`src/rtl/score_scheduler_if.sv`:
```
// score_scheduler_if: request/grant handshakes and score/level outputs between game logic and score_scheduler.
interface score_scheduler_if;
    logic        clear_req;
    logic [2:0]  clear_count;
    logic        clear_ack;
    logic        hdrop_req;
    logic [4:0]  hdrop_rows;
    logic        hdrop_ack;
    logic        sdrop_req;
    logic        sdrop_ack;
    logic        game_over;
    logic        new_game;
    logic [15:0] scorewire;
    logic [3:0]  level;
    logic [9:0]  lines;
    logic        busy;
    modport master (
        output clear_req, clear_count, hdrop_req, hdrop_rows, sdrop_req, game_over, new_game,
        input  clear_ack, hdrop_ack, sdrop_ack, scorewire, level, lines, busy
    );
    modport slave (
        input  clear_req, clear_count, hdrop_req, hdrop_rows, sdrop_req, game_over, new_game,
        output clear_ack, hdrop_ack, sdrop_ack, scorewire, level, lines, busy
    );
endinterface

```
`src/rtl/score_scheduler.sv`:
```
// score_scheduler: priority arbiter for scoring events; multiplies clear points by level+1
// through repeated addition and tracks lines and level.
module score_scheduler #(
    parameter int LEVEL_MAX       = 15,
    parameter int LINES_PER_LEVEL = 10
) (
    input logic               clk_25_175,
    input logic               reset,
    score_scheduler_if.slave  bus
);
    typedef enum logic {IDLE, MULT} state_t;
    localparam logic [6:0] LPL     = 7'(LINES_PER_LEVEL);
    localparam logic [3:0] LVL_MAX = 4'(LEVEL_MAX);
    state_t      state;
    logic [9:0]  base;
    logic [3:0]  cnt;
    logic [15:0] acc;
    logic [2:0]  add;
    logic [6:0]  lil;
    logic [9:0]  clear_base;
    logic        clear_ok;
    logic        grant;
    logic [15:0] total;
    logic [10:0] lines_sum;
    logic [6:0]  lil_sum;
    always_comb begin
        clear_ok   = bus.clear_count inside {[3'd1:3'd4]};
        clear_base = bus.clear_count == 3'd1 ? 10'd40  :
                     bus.clear_count == 3'd2 ? 10'd100 :
                     bus.clear_count == 3'd3 ? 10'd300 :
                     bus.clear_count == 3'd4 ? 10'd1000 : 10'd0;
        grant      = state == IDLE && !bus.game_over && !bus.new_game &&
                     (bus.clear_req || bus.hdrop_req || bus.sdrop_req);
        total      = acc + 16'(base);
        lines_sum  = {1'b0, bus.lines} + {8'b0, add};
        lil_sum    = lil + {4'b0, add};
    end
    assign bus.busy = state == MULT;
    always_ff @(posedge clk_25_175 or negedge reset) begin
        if (!reset) begin
            state         <= IDLE;
            base          <= '0;
            cnt           <= '0;
            acc           <= '0;
            add           <= '0;
            lil           <= '0;
            bus.clear_ack <= 1'b0;
            bus.hdrop_ack <= 1'b0;
            bus.sdrop_ack <= 1'b0;
            bus.scorewire <= '0;
            bus.level     <= '0;
            bus.lines     <= '0;
        end else if (bus.new_game) begin
            state         <= IDLE;
            base          <= '0;
            cnt           <= '0;
            acc           <= '0;
            add           <= '0;
            lil           <= '0;
            bus.clear_ack <= 1'b0;
            bus.hdrop_ack <= 1'b0;
            bus.sdrop_ack <= 1'b0;
            bus.scorewire <= '0;
            bus.level     <= '0;
            bus.lines     <= '0;
        end else begin
            bus.clear_ack <= 1'b0;
            bus.hdrop_ack <= 1'b0;
            bus.sdrop_ack <= 1'b0;
            bus.scorewire <= '0;
            if (state == IDLE) begin
                if (grant) begin
                    state <= MULT;
                    acc   <= '0;
                    if (bus.clear_req) begin
                        bus.clear_ack <= 1'b1;
                        base          <= clear_base;
                        cnt           <= bus.level;
                        add           <= clear_ok ? bus.clear_count : 3'd0;
                    end else if (bus.hdrop_req) begin
                        bus.hdrop_ack <= 1'b1;
                        base          <= {4'b0, bus.hdrop_rows, 1'b0};
                        cnt           <= '0;
                        add           <= '0;
                    end else begin
                        bus.sdrop_ack <= 1'b1;
                        base          <= 10'd1;
                        cnt           <= '0;
                        add           <= '0;
                    end
                end
            end else begin
                acc <= total;
                if (cnt == 4'd0) begin
                    // drops carry add=0, so line accounting is a no-op for them
                    state         <= IDLE;
                    bus.scorewire <= total;
                    bus.lines     <= lines_sum > 11'd999 ? 10'd999 : lines_sum[9:0];
                    if (lil_sum >= LPL) begin
                        lil <= lil_sum - LPL;
                        if (bus.level < LVL_MAX) bus.level <= bus.level + 4'd1;
                    end else begin
                        lil <= lil_sum;
                    end
                end else begin
                    cnt <= cnt - 4'd1;
                end
            end
        end
    end
endmodule
```
`src/flat_wrapper.sv`:
```
// flat-port wrapper written by rule: the top's interface ports become plain ports
module score_scheduler_flat 
#(
    parameter int LEVEL_MAX       = 15,
    parameter int LINES_PER_LEVEL = 10
)
  (clk_25_175, reset, bus_clear_req, bus_clear_count, bus_hdrop_req, bus_hdrop_rows, bus_sdrop_req, bus_game_over, bus_new_game, bus_clear_ack, bus_hdrop_ack, bus_sdrop_ack, bus_scorewire, bus_level, bus_lines, bus_busy);
  score_scheduler_if bus_i ();
  input logic clk_25_175;
  input logic reset;
  input wire logic [$bits(bus_i.clear_req)-1:0] bus_clear_req;
  input wire logic [$bits(bus_i.clear_count)-1:0] bus_clear_count;
  input wire logic [$bits(bus_i.hdrop_req)-1:0] bus_hdrop_req;
  input wire logic [$bits(bus_i.hdrop_rows)-1:0] bus_hdrop_rows;
  input wire logic [$bits(bus_i.sdrop_req)-1:0] bus_sdrop_req;
  input wire logic [$bits(bus_i.game_over)-1:0] bus_game_over;
  input wire logic [$bits(bus_i.new_game)-1:0] bus_new_game;
  output wire logic [$bits(bus_i.clear_ack)-1:0] bus_clear_ack;
  output wire logic [$bits(bus_i.hdrop_ack)-1:0] bus_hdrop_ack;
  output wire logic [$bits(bus_i.sdrop_ack)-1:0] bus_sdrop_ack;
  output wire logic [$bits(bus_i.scorewire)-1:0] bus_scorewire;
  output wire logic [$bits(bus_i.level)-1:0] bus_level;
  output wire logic [$bits(bus_i.lines)-1:0] bus_lines;
  output wire logic [$bits(bus_i.busy)-1:0] bus_busy;
  assign bus_i.clear_req = bus_clear_req;
  assign bus_i.clear_count = bus_clear_count;
  assign bus_i.hdrop_req = bus_hdrop_req;
  assign bus_i.hdrop_rows = bus_hdrop_rows;
  assign bus_i.sdrop_req = bus_sdrop_req;
  assign bus_i.game_over = bus_game_over;
  assign bus_i.new_game = bus_new_game;
  assign bus_clear_ack = bus_i.clear_ack;
  assign bus_hdrop_ack = bus_i.hdrop_ack;
  assign bus_sdrop_ack = bus_i.sdrop_ack;
  assign bus_scorewire = bus_i.scorewire;
  assign bus_level = bus_i.level;
  assign bus_lines = bus_i.lines;
  assign bus_busy = bus_i.busy;
  score_scheduler #(.LEVEL_MAX(LEVEL_MAX), .LINES_PER_LEVEL(LINES_PER_LEVEL)) u_core (.clk_25_175(clk_25_175), .reset(reset), .bus(bus_i));
endmodule
```
`config.mk`:
```
export PLATFORM = sky130hd
export DESIGN_NAME = score_scheduler_flat
export DESIGN_NICKNAME = d
export VERILOG_FILES = /design/src/rtl/score_scheduler_if.sv /design/src/rtl/score_scheduler.sv /design/src/flat_wrapper.sv
export SDC_FILE = /design/constraint.sdc
export NUM_CORES = 1
export LEC_CHECK = 0
export CORE_UTILIZATION = 55
export CTS_BUF_LIST = sky130_fd_sc_hd__clkbuf_4 sky130_fd_sc_hd__clkbuf_8
export DETAILED_ROUTE_END_ITERATION = 16
export PLACE_DENSITY = 0.79
export SLEW_MARGIN = 20
export SYNTH_ARGS = -nofsm -noshare
export SYNTH_HDL_FRONTEND = slang
export SYNTH_SLANG_ARGS = --single-unit
```
`constraint.sdc`:
```
create_clock -name clk_25_175 -period 3.3 [get_ports clk_25_175]
set_clock_uncertainty 0.05 [all_clocks]
set_input_delay 0.66 -clock clk_25_175 [delete_from_list [all_inputs] [get_ports clk_25_175]]
set_output_delay 0.66 -clock clk_25_175 [all_outputs]
set_load 0.01 [all_outputs]
```
==> results.md <==
* Final core utilization at 68.8%
* P per Cell Area at 374 nW/um^2
* Sequential share of the synthesized area at 43.7%
* Post-Layout Cell Count at 600
* Met1 WL at 4330 um
* Initial Utilization at 57.3%
* Share of post-route cells with drive strength above 1 at 7.19%
* Synth warn at 0
* Worst Path Required at 3.49 ns
* Post-DR wirelength/cell at 16.5 um
* Drt pass-1 iters at 5
* Cts repair resizes at 0
* Vias in the first global route at 3593
* Post-Route WL at 9890 um
* Fmax at 328 MHz
* WS Path Type: flop to flop
* Reg area at 1830 sq um
* Sink Count at 73
* Final Hold Viols at 0
* Lkg Pwr at 2.28 nW
* Hold_buf cts at 0
* Starting DRT DRC Count at 241
* Tcrit/Tclk final at 92.3%
* Slew HR at 42.6%
* Pre-CTS setup slack at 0.255 ns
* Largest net degree at the start of global routing at 74
* Clock-pin slew on the worst setup and hold paths at 0.08 ns
* Die area at 7960 sq um
* Die width at 89.2 um
* Post-route DRC at 0
* Commonest register cell after synthesis: dfrtp_1
* Setup Fix Bufs, Post-CTS at 0
* Worst Hold Class: input port to asynchronous set/reset pin
* Initial antenna violation count at 0
* Setup WS post-layout at 0.255 ns
* Crit path max fanout at 5
* Placer Congestion at 0.917
* Nets at 534
* Status: finished clean
* Fin crit period at 3.05 ns
* Total global routing overflow at 0
* EDFF count, synth at 0
* FFs w/ async S/R, synth at 100%
* Max VDD drop at 262 uV
* WHS at 0.261 ns
* N_diodes at 0
* CTS Buf Count at 9
* Synth cell count leaders: dfrtp_1, nand2_1, nor2_1, o21ai_0, a21oi_1
* Met3 WL post-DR at 499 um
* Input/output buffers at 48
* Clock buffer depth at 2
* Vias per cell at 6.11
* Startpoint type of the worst setup path: flop
* RSZ-0062 raised after global routing: false
* Htree depth at 3
* DRT antenna net count at 0
* Overall routing resource usage at 27.4%
* Post-DP HPWL at 6920 um
* Mapped Area at 4180 sq um
* Number of core rows at 31
* Synth cell types at 65
* Syn_nets at 482
* Final setup fails at 0
* Vias at 3663
* Clk_lat worst skew at 0.36 ns
* Core box area at 7290 sq um
* Mapped Cells at 444
* Arr. time, crit path at 3.24 ns
* Top cell type's share of synthesized area at 43.7%
* Max Slew Vio Count at 0
* Yosys top cell by area: dfrtp_1
* Syn avg cell area at 9.42 sq um
* CTS tree: done
* First-pass GRT wire length at 16400 um
* DR WL met2 at 4810 um
* Multi-input gate area at 2230 sq um
* Count leader, synth: dfrtp_1
* Yosys reg bits at 73
* Fillers at 599
* Slew @ Worst Pin at 0.858 ns
* MaxCap Viol Count at 0
* Root buffer cell: clkbuf_8
* # IOs at 49
* Setup TNS Final at 0 ns
* Die span in y at 89.2 um
* DR top layer: met4
* Top cells by area, synth: dfrtp_1, ha_1, nand2_1
* Dpl cells at 584
* R2R setup slack at 0.25 ns
* Area Overhead vs Synth at 19.9%
* Setup crit end kind: flop
## cell families after synthesis
family | count (synthesis) | synth area share (%)
flops | 73 | 43.7
xor+xnor | 17 | 3.56
mux | 3 | 0.748
buf+inv | 34 | 3.08
compound gates | 133 | 21.9
fa+ha+maj | 23 | 7.42
simple gates | 161 | 19.6
## sequential cells by signal, indices dropped and copies added (netlist names)
| signal | count |
|---|---|
| u_core.bus.clear_ack | 1 |
| u_core.bus.scorewire | 16 |
| u_core.lil | 7 |
| u_core.bus.level | 4 |
| u_core.bus.busy | 1 |
| u_core.add | 3 |
| u_core.bus.sdrop_ack | 1 |
| u_core.cnt | 4 |
| u_core.acc | 16 |
| u_core.bus.hdrop_ack | 1 |
| u_core.base | 9 |
| u_core.bus.lines | 10 |
## layer usage
layer / global-route usage, % / up-vias
met5: 0 / -
met4: 12.6 / 0
met3: 4.71 / 29
met2: 46.3 / 124
met1: 34.4 / 1772
li1: - / 1738
## worst paths after layout
kind                                startpoint                   to  cells past startpoint
worst max-delay path             u_core.lil[0]  u_core.bus.level[3]                     10
worst min-delay path                     reset        u_core.acc[2]                      2
worst max register to register   u_core.lil[0]  u_core.bus.level[3]                     10
worst min register to register  u_core.base[0]       u_core.base[0]                      1
max in group asynchronous                reset  u_core.bus.lines[3]                      2
min in group clk_25_175         u_core.base[0]       u_core.base[0]                      1
## stage by stage
stage               power, mW  cell area [sq um]
detailed placement       1.13               4800
finish                   1.87               5010
global placement         1.13               4800
CTS                      1.87               5010
global route             1.93               5010
floorplan                1.04               4180
## final cells by class
class                      count  share of cell area, %
clock buffer                  11                   3.02
tap                           99                   2.47
inverter                      18                   1.35
sequential                    73                   36.4
timing repair buffer          57                   11.1
clock inverter                 5                   1.25
multi-input combinational    337                   44.4
## cell usage in the layout, fill, tap and decap left out, drive strengths merged, types with 9 or more instances in the layout
| master | synthesis | layout |
|---|---|---|
| dfrtp | 73 | 73 |
| clkdlybuf4s50 | 0 | 47 |
| nand2 | 46 | 46 |
| nor2 | 32 | 32 |
| o21ai | 31 | 31 |
| a21oi | 31 | 31 |
| ha | 20 | 20 |
| inv | 18 | 19 |
| xnor2 | 14 | 14 |
| nand3 | 11 | 11 |
| nor2b | 11 | 11 |
| and3 | 11 | 11 |
| clkbuf | 15 | 11 |
| buf | 1 | 10 |
| nor3 | 9 | 9 |
| or3 | 9 | 9 |
| a21o | 9 | 9 |
## critical path, stage by stage, from the launching register on
cell and delay, ns:
dfrtp_1 0.40, ha_1 0.26, fa_1 0.43, xnor2_1 0.28, ha_1 0.30, and3b_1 0.20
a32o_1 0.22, o221ai_2 0.23, a21oi_2 0.12, nand4_1 0.11, mux2_1 0.32
## report_power, final
part / total [mW] / internal [mW] / switching (mW)
clock: 0.757 / 0.394 / 0.363
sequential: 0.922 / 0.907 / 0.0144
combinational: 0.195 / 0.0721 / 0.123
No activity file was read; power rests on OpenSTA's default activity.
